===== src/rtl/tinyalu_master.sv =====
// Command/response front end that sequences one TinyALU operation at a time.
// Optional watchdog on the ALU handshake: define TINYALU_MASTER_TIMEOUT_EN.
module tinyalu_master #(
  parameter int TIMEOUT = 15
) (
  input  logic        clk,
  input  logic        reset_n,
  input  logic        cmd_valid,
  output logic        cmd_ready,
  input  logic [2:0]  cmd_op,
  input  logic [7:0]  cmd_a,
  input  logic [7:0]  cmd_b,
  output logic        start,
  output logic [2:0]  op,
  output logic [7:0]  A,
  output logic [7:0]  B,
  input  logic        done,
  input  logic [15:0] result,
  output logic        rsp_valid,
  input  logic        rsp_ready,
  output logic [15:0] rsp_result,
  output logic        rsp_err
);

  typedef enum logic [1:0] {S_IDLE, S_RUN, S_RESP} state_t;

  localparam logic [2:0] OP_NOP = 3'b000;
  localparam logic [2:0] OP_ADD = 3'b001;
  localparam logic [2:0] OP_AND = 3'b010;
  localparam logic [2:0] OP_XOR = 3'b011;
  localparam logic [2:0] OP_MUL = 3'b100;

  if (TIMEOUT < 6 || TIMEOUT > 255) begin : g_bad_timeout
    $error("tinyalu_master: TIMEOUT must lie in 6..255");
  end

  state_t      r_state;
  logic        r_start;
  logic [2:0]  r_op;
  logic [7:0]  r_a;
  logic [7:0]  r_b;
  logic        r_rsp_valid;
  logic [15:0] r_rsp_result;
  logic        r_rsp_err;
`ifdef TINYALU_MASTER_TIMEOUT_EN
  localparam logic [7:0] TIMEOUT_LAST = 8'(TIMEOUT - 1);
  logic [7:0]  r_cnt;
`endif

  // Gated by reset_n so the port reads 0 while reset is held.
  assign cmd_ready  = (r_state == S_IDLE) && reset_n;
  assign start      = r_start;
  assign op         = r_op;
  assign A          = r_a;
  assign B          = r_b;
  assign rsp_valid  = r_rsp_valid;
  assign rsp_result = r_rsp_result;
  assign rsp_err    = r_rsp_err;

  always_ff @(posedge clk or negedge reset_n) begin
    if (!reset_n) begin
      r_state      <= S_IDLE;
      r_start      <= 1'b0;
      r_op         <= 3'b000;
      r_a          <= 8'd0;
      r_b          <= 8'd0;
      r_rsp_valid  <= 1'b0;
      r_rsp_result <= 16'd0;
      r_rsp_err    <= 1'b0;
`ifdef TINYALU_MASTER_TIMEOUT_EN
      r_cnt        <= 8'd0;
`endif
    end else begin
      case (r_state)
        S_IDLE: begin
          if (cmd_valid) begin
            case (cmd_op)
              OP_NOP: begin
                r_state      <= S_RESP;
                r_rsp_valid  <= 1'b1;
                r_rsp_result <= 16'd0;
                r_rsp_err    <= 1'b0;
              end
              OP_ADD, OP_AND, OP_XOR, OP_MUL: begin
                r_state <= S_RUN;
                r_start <= 1'b1;
                r_op    <= cmd_op;
                r_a     <= cmd_a;
                r_b     <= cmd_b;
`ifdef TINYALU_MASTER_TIMEOUT_EN
                r_cnt   <= 8'd0;
`endif
              end
              default: begin
                r_state      <= S_RESP;
                r_rsp_valid  <= 1'b1;
                r_rsp_result <= 16'd0;
                r_rsp_err    <= 1'b1;
              end
            endcase
          end
        end

        S_RUN: begin
`ifdef TINYALU_MASTER_TIMEOUT_EN
          r_cnt <= r_cnt + 8'd1;
`endif
          // done takes priority over an expiring watchdog in the same cycle.
          if (done) begin
            r_state      <= S_RESP;
            r_start      <= 1'b0;
            r_rsp_valid  <= 1'b1;
            r_rsp_result <= result;
            r_rsp_err    <= 1'b0;
          end
`ifdef TINYALU_MASTER_TIMEOUT_EN
          else if (r_cnt == TIMEOUT_LAST) begin
            r_state      <= S_RESP;
            r_start      <= 1'b0;
            r_rsp_valid  <= 1'b1;
            r_rsp_result <= 16'd0;
            r_rsp_err    <= 1'b1;
          end
`endif
        end

        S_RESP: begin
          if (rsp_ready) begin
            r_state     <= S_IDLE;
            r_rsp_valid <= 1'b0;
          end
        end

        default: begin
          r_state <= S_IDLE;
          r_start <= 1'b0;
        end
      endcase
    end
  end

endmodule

===== config.mk =====
export PLATFORM = sky130hd
export DESIGN_NAME = tinyalu_master
export DESIGN_NICKNAME = d
export VERILOG_FILES = /design/src/rtl/tinyalu_master.sv
export SDC_FILE = /design/constraint.sdc
export NUM_CORES = 1
export LEC_CHECK = 0
export CORE_MARGIN = 2
export CORE_UTILIZATION = 41
export DETAILED_ROUTE_END_ITERATION = 8
export GPL_TIMING_DRIVEN = 0
export PLACE_DENSITY_LB_ADDON = 0.08
export SYNTH_ARGS = -nofsm -noshare
export SYNTH_HDL_FRONTEND = slang
export SYNTH_SLANG_ARGS = --single-unit

===== constraint.sdc =====
create_clock -name clk -period 2 [get_ports clk]
set_input_delay 0.4 -clock clk [delete_from_list [all_inputs] [get_ports clk]]
set_output_delay 0.4 -clock clk [all_outputs]
set_load 0.03 [all_outputs]

-- Yosys cells after proc, flatten, opt, wreduce, memory -nomap -nowiden
Index checks and enable logic that the tools add are counted.
- bits of input ports: 40
- bits in registers: 40
- reduce and logical (&&, ||, !) cells: 11
- bitwise logic cells: 1
- equality and inequality tests: 11
- mux-type cells: 21
- operators by type and width (kind ; count):
    $mux 16 ; 3
    $pmux 16 s2 ; 1
    $mux 1 ; 8
    $mux 2 ; 4
    $ne 2x2->1 const B ; 4
    $reduce_and 4->1 ; 2
    $eq 3x2->1 const B ; 2
    $pmux 1 s3 ; 2
    $pmux 2 s3 ; 1
    $reduce_and 3->1 ; 2
    $reduce_and 5->1 ; 1
    $pmux 1 s2 ; 2
    $reduce_or 4->1 ; 1
    $eq 3x1->1 const B ; 1
    $eq 3x3->1 const B ; 1
    $logic_not 3->1 ; 1
    $reduce_bool 3->1 ; 1
    $eq 2x1->1 const B ; 1
    $eq 2x2->1 const B ; 1
    $logic_not 2->1 ; 1
    $ne 2x1->1 const B ; 1
    $reduce_bool 2->1 ; 1
    $logic_and 1x1->1 ; 1
    $not 1->1 ; 1

-- Depth between registers and ports, before layout
- depth after elaboration: 5
- depth in mapped cells: 6
- depth with buffers taken out: 3

-- Least setup slack after synthesis
OpenSTA, ideal clock, no wires.
- path type: register to output
- from: register r_state[1]
- to: output port cmd_ready
- cell stages (with the launch flop): 3
- path slack: 314 ps
- data arrival time: 1286 ps
- buffers on the path: 1
- cells stage by stage: dfrtp_1 > clkbuf_1 > nor3b_1
- longest elaborated chain between the ends: 2
- RTL lines (what ; line ; RTL):
    from (decl) ; 37 ; state_t r_state;
    from (signal assigned) ; 62 ; r_state <= S_IDLE;
    from (signal assigned) ; 79 ; r_state <= S_RESP;
    from (signal assigned) ; 85 ; r_state <= S_RUN;
    $logic_not 2->1 ; 51 ; assign cmd_ready = (r_state == S_IDLE) && reset_n;
    $logic_and 1x1->1 ; 51 ;
    to (decl) ; 9 ; output logic cmd_ready,
Every way passes these cells.

-- Worst setup path in the final report
Ends and elaborated chain as after synthesis.

==> results.tsv <==
metric	value	unit
drtPass1Iterations	4	
arrival	1500	ps
drc	0	
synth.area.top_cells	dfrtp_1 59%, mux2_2 13%, mux2i_1 10%	
leakagePower	1.11	nW
viasPerCell	4.62	
path_buf_inv	2	
worst_pin_slew	506	ps
die_w	68.5	µm
power_density	1570	nW/µm²
seq_area_frac_synth	58.7	%
syn_nets	175	
max_cap_viol_count	0	
ir_drop	0.871	mV
hold_viol_final	0	
path_max_fanout	9	
nFillCells	303	
finalSetupViolCount	0	
maxSlewHeadroom	66.3	%
numPortBuffers	78	
status	completed	
drt-total-wl	3.78	mm
ys_seq_elements	40	
endpoint_kind	primary output	
layout-area-overhead-vs-synth	56.8	%
routabilityCongestion	0.720	
start_util	42.6	%
cts_max_level	2	
worst_path_dominant_cell_family	buffers and inverters	
final_layout_size_suffix_gt1_share	15.4	%
dpl.hpwl	2.80	mm
max_stage_delay	400	ps
whs	72.5	ps
rr_endpoint	rsp_result[15]$_DFFE_PN0P_	
coreArea	4000	µm²
cts_tree	built	
num_rows	23	
io_pins	79	
yosysTopAreaCell	dfrtp_1	
crit_required	1600	ps
clock_latency	290	ps
grt_overflow_total	0	
finalCriticalPeriod	1900	ps
syn_area	1700	µm²
rsz0062_at_grt	false	
regToRegSetupSlack	240	ps
track_usage	17.5	%
final_area	2670	µm²
yosysUniqueCellTypes	24	
reg2reg_from	r_state[1]$_DFFE_PN0P_	
slowest_stage	clkdlybuf4s15_1	
r2r_cells	6	
worst_setup_path_start_kind	register	
die_y	68.5	µm
placed_area	2540	µm²
cts-hold-fix-buffers	0	
first_global_vias	1238	
syn_area_per_cell	12.6	µm²
clk_path_buf_depth	2	
hp-class	input pin to asynchronous set/reset pin	
synthCells	135	
path_cells	clkbuf_1 > nor3b_1 > clkdlybuf4s15_1	
final_cell_count_no_fill	271	
grt_pass1_wl	5.92	mm
drt_iter0_markers	68	
root_buffer	clkbuf_8	
grt_start_max_net_pins	42	
wl_per_cell	13.9	µm
critical_path_depth	3	
cts.sinks	40	
antenna_cells	0	
drv_slew	0	
antenna_left	0	
yosysWarnings	0	
max_freq	526	MHz
fin_crit_sh	95.0	%
worst_clock_skew	6.22	ps
path_class	register to primary output	
antenna_found_initial	0	
dieArea	4690	µm²
path_clk_slew	80	ps
numCtsBuffers	5	
synth_top_area_share	58.7	%
place_inst	263	
vias	1253	
nets	260	
==> flip-flops by register name, indices dropped and copies added, names as in the netlist <==
signal / count
A: 8
B: 8
op: 3
r_state: 2
rsp_err: 1
rsp_result: 16
rsp_valid: 1
start: 1
==> per-layer routing <==
layer | vias to the layer above | part of all wire (%) | global-route usage (%)
li1 | 612 | - | -
met1 | 597 | 43 | 21.7
met2 | 42 | 49 | 28.7
met3 | 2 | 7.1 | 6.58
met4 | 0 | 0.40 | 4.50
met5 | - | 0 | 0
==> cell usage after synthesis <==
master,number
a211o_1,1
a211oi_1,1
a21o_1,1
a21oi_1,1
a311oi_2,1
and4_1,1
buf_12,1
buf_4,2
buf_6,1
clkbuf_1,3
dfrtp_1,40
inv_1,18
mux2_2,19
mux2i_1,17
nand2_1,17
nand2b_1,1
nand4_1,1
nor2b_1,2
nor3b_1,1
o21a_1,1
o21ai_0,2
o21bai_1,1
o22a_1,1
or3_4,1
==> stage by stage <==
step | setup slack (ps) | power, mW | util, % | setup TNS [ps]
after floorplan | 314 | 2.59 | - | 0
after global placement | -1530 | 3.44 | 63.7 | -21470
after detailed placement | -532 | 3.51 | 63.6 | -6770
after CTS | 58.4 | 4.23 | 66.8 | 0
after global routing | 0.849 | 4.42 | 66.8 | 0
final | 99.8 | 4.19 | 66.8 | 0
==> logic make-up (layout without fill, tap and decap cells) <==
family / count (synthesis) / count (layout) / synth area share, %
AOI/OAI and AO/OA: 10 / 10 / 4.55
buffers and inverters: 25 / 111 / 7.34
DFF: 40 / 40 / 58.7
muxes: 36 / 36 / 22.5
and+or+nand+nor: 24 / 24 / 6.83
==> how the worst max path moves through the flow <==
stage                           start         to  slack (ps)
2_1_floorplan  r_state[1]$_DFFE_PN0P_  cmd_ready         310
3_3_place_gp                  reset_n  cmd_ready       -1530
3_5_place_dp                  reset_n  cmd_ready        -530
4_1_cts        r_state[1]$_DFFE_PN0P_  cmd_ready          60
5_1_grt        r_state[1]$_DFFE_PN0P_  cmd_ready         0.8
6_report       r_state[1]$_DFFE_PN0P_  cmd_ready         100
==> where the power goes <==
| part | internal (mW) | switching (mW) |
|---|---|---|
| combinational | 0.981 | 1.15 |
| clock | 0.440 | 0.272 |
| sequential | 1.16 | 0.188 |
==> layout by cell type, fill, tap and decap left out, types with 2 or more instances in the layout <==
cell and instances:
inv_1 18, clkdlybuf4s50_1 76, buf_4 3, nand2_1 17, clkbuf_1 3, mux2i_1 17, mux2_2 19, dfrtp_1 40
nor2b_1 2, clkbuf_8 7
==> area by class of cell <==
class / instances / area [µm²] / share of cell area [%]
flip-flops and latches: 40 / 1000 / 37.5
repair buffers: 78 / 778 / 29.1
inverters: 18 / 67.6 / 2.53
clock buffers: 7 / 96.3 / 3.61
multi-input cells: 70 / 578 / 21.6
well taps: 50 / 62.6 / 2.34
clock inverters: 1 / 30.0 / 1.12
plain buffers: 7 / 57.6 / 2.15
==> timing repair <==
action                                  4_1_cts  5_1_grt
endpoints found under the setup margin        1       14
gates resized for setup                       2        2
buffers inserted                              0        0
(Power assumes the default switching activity.)
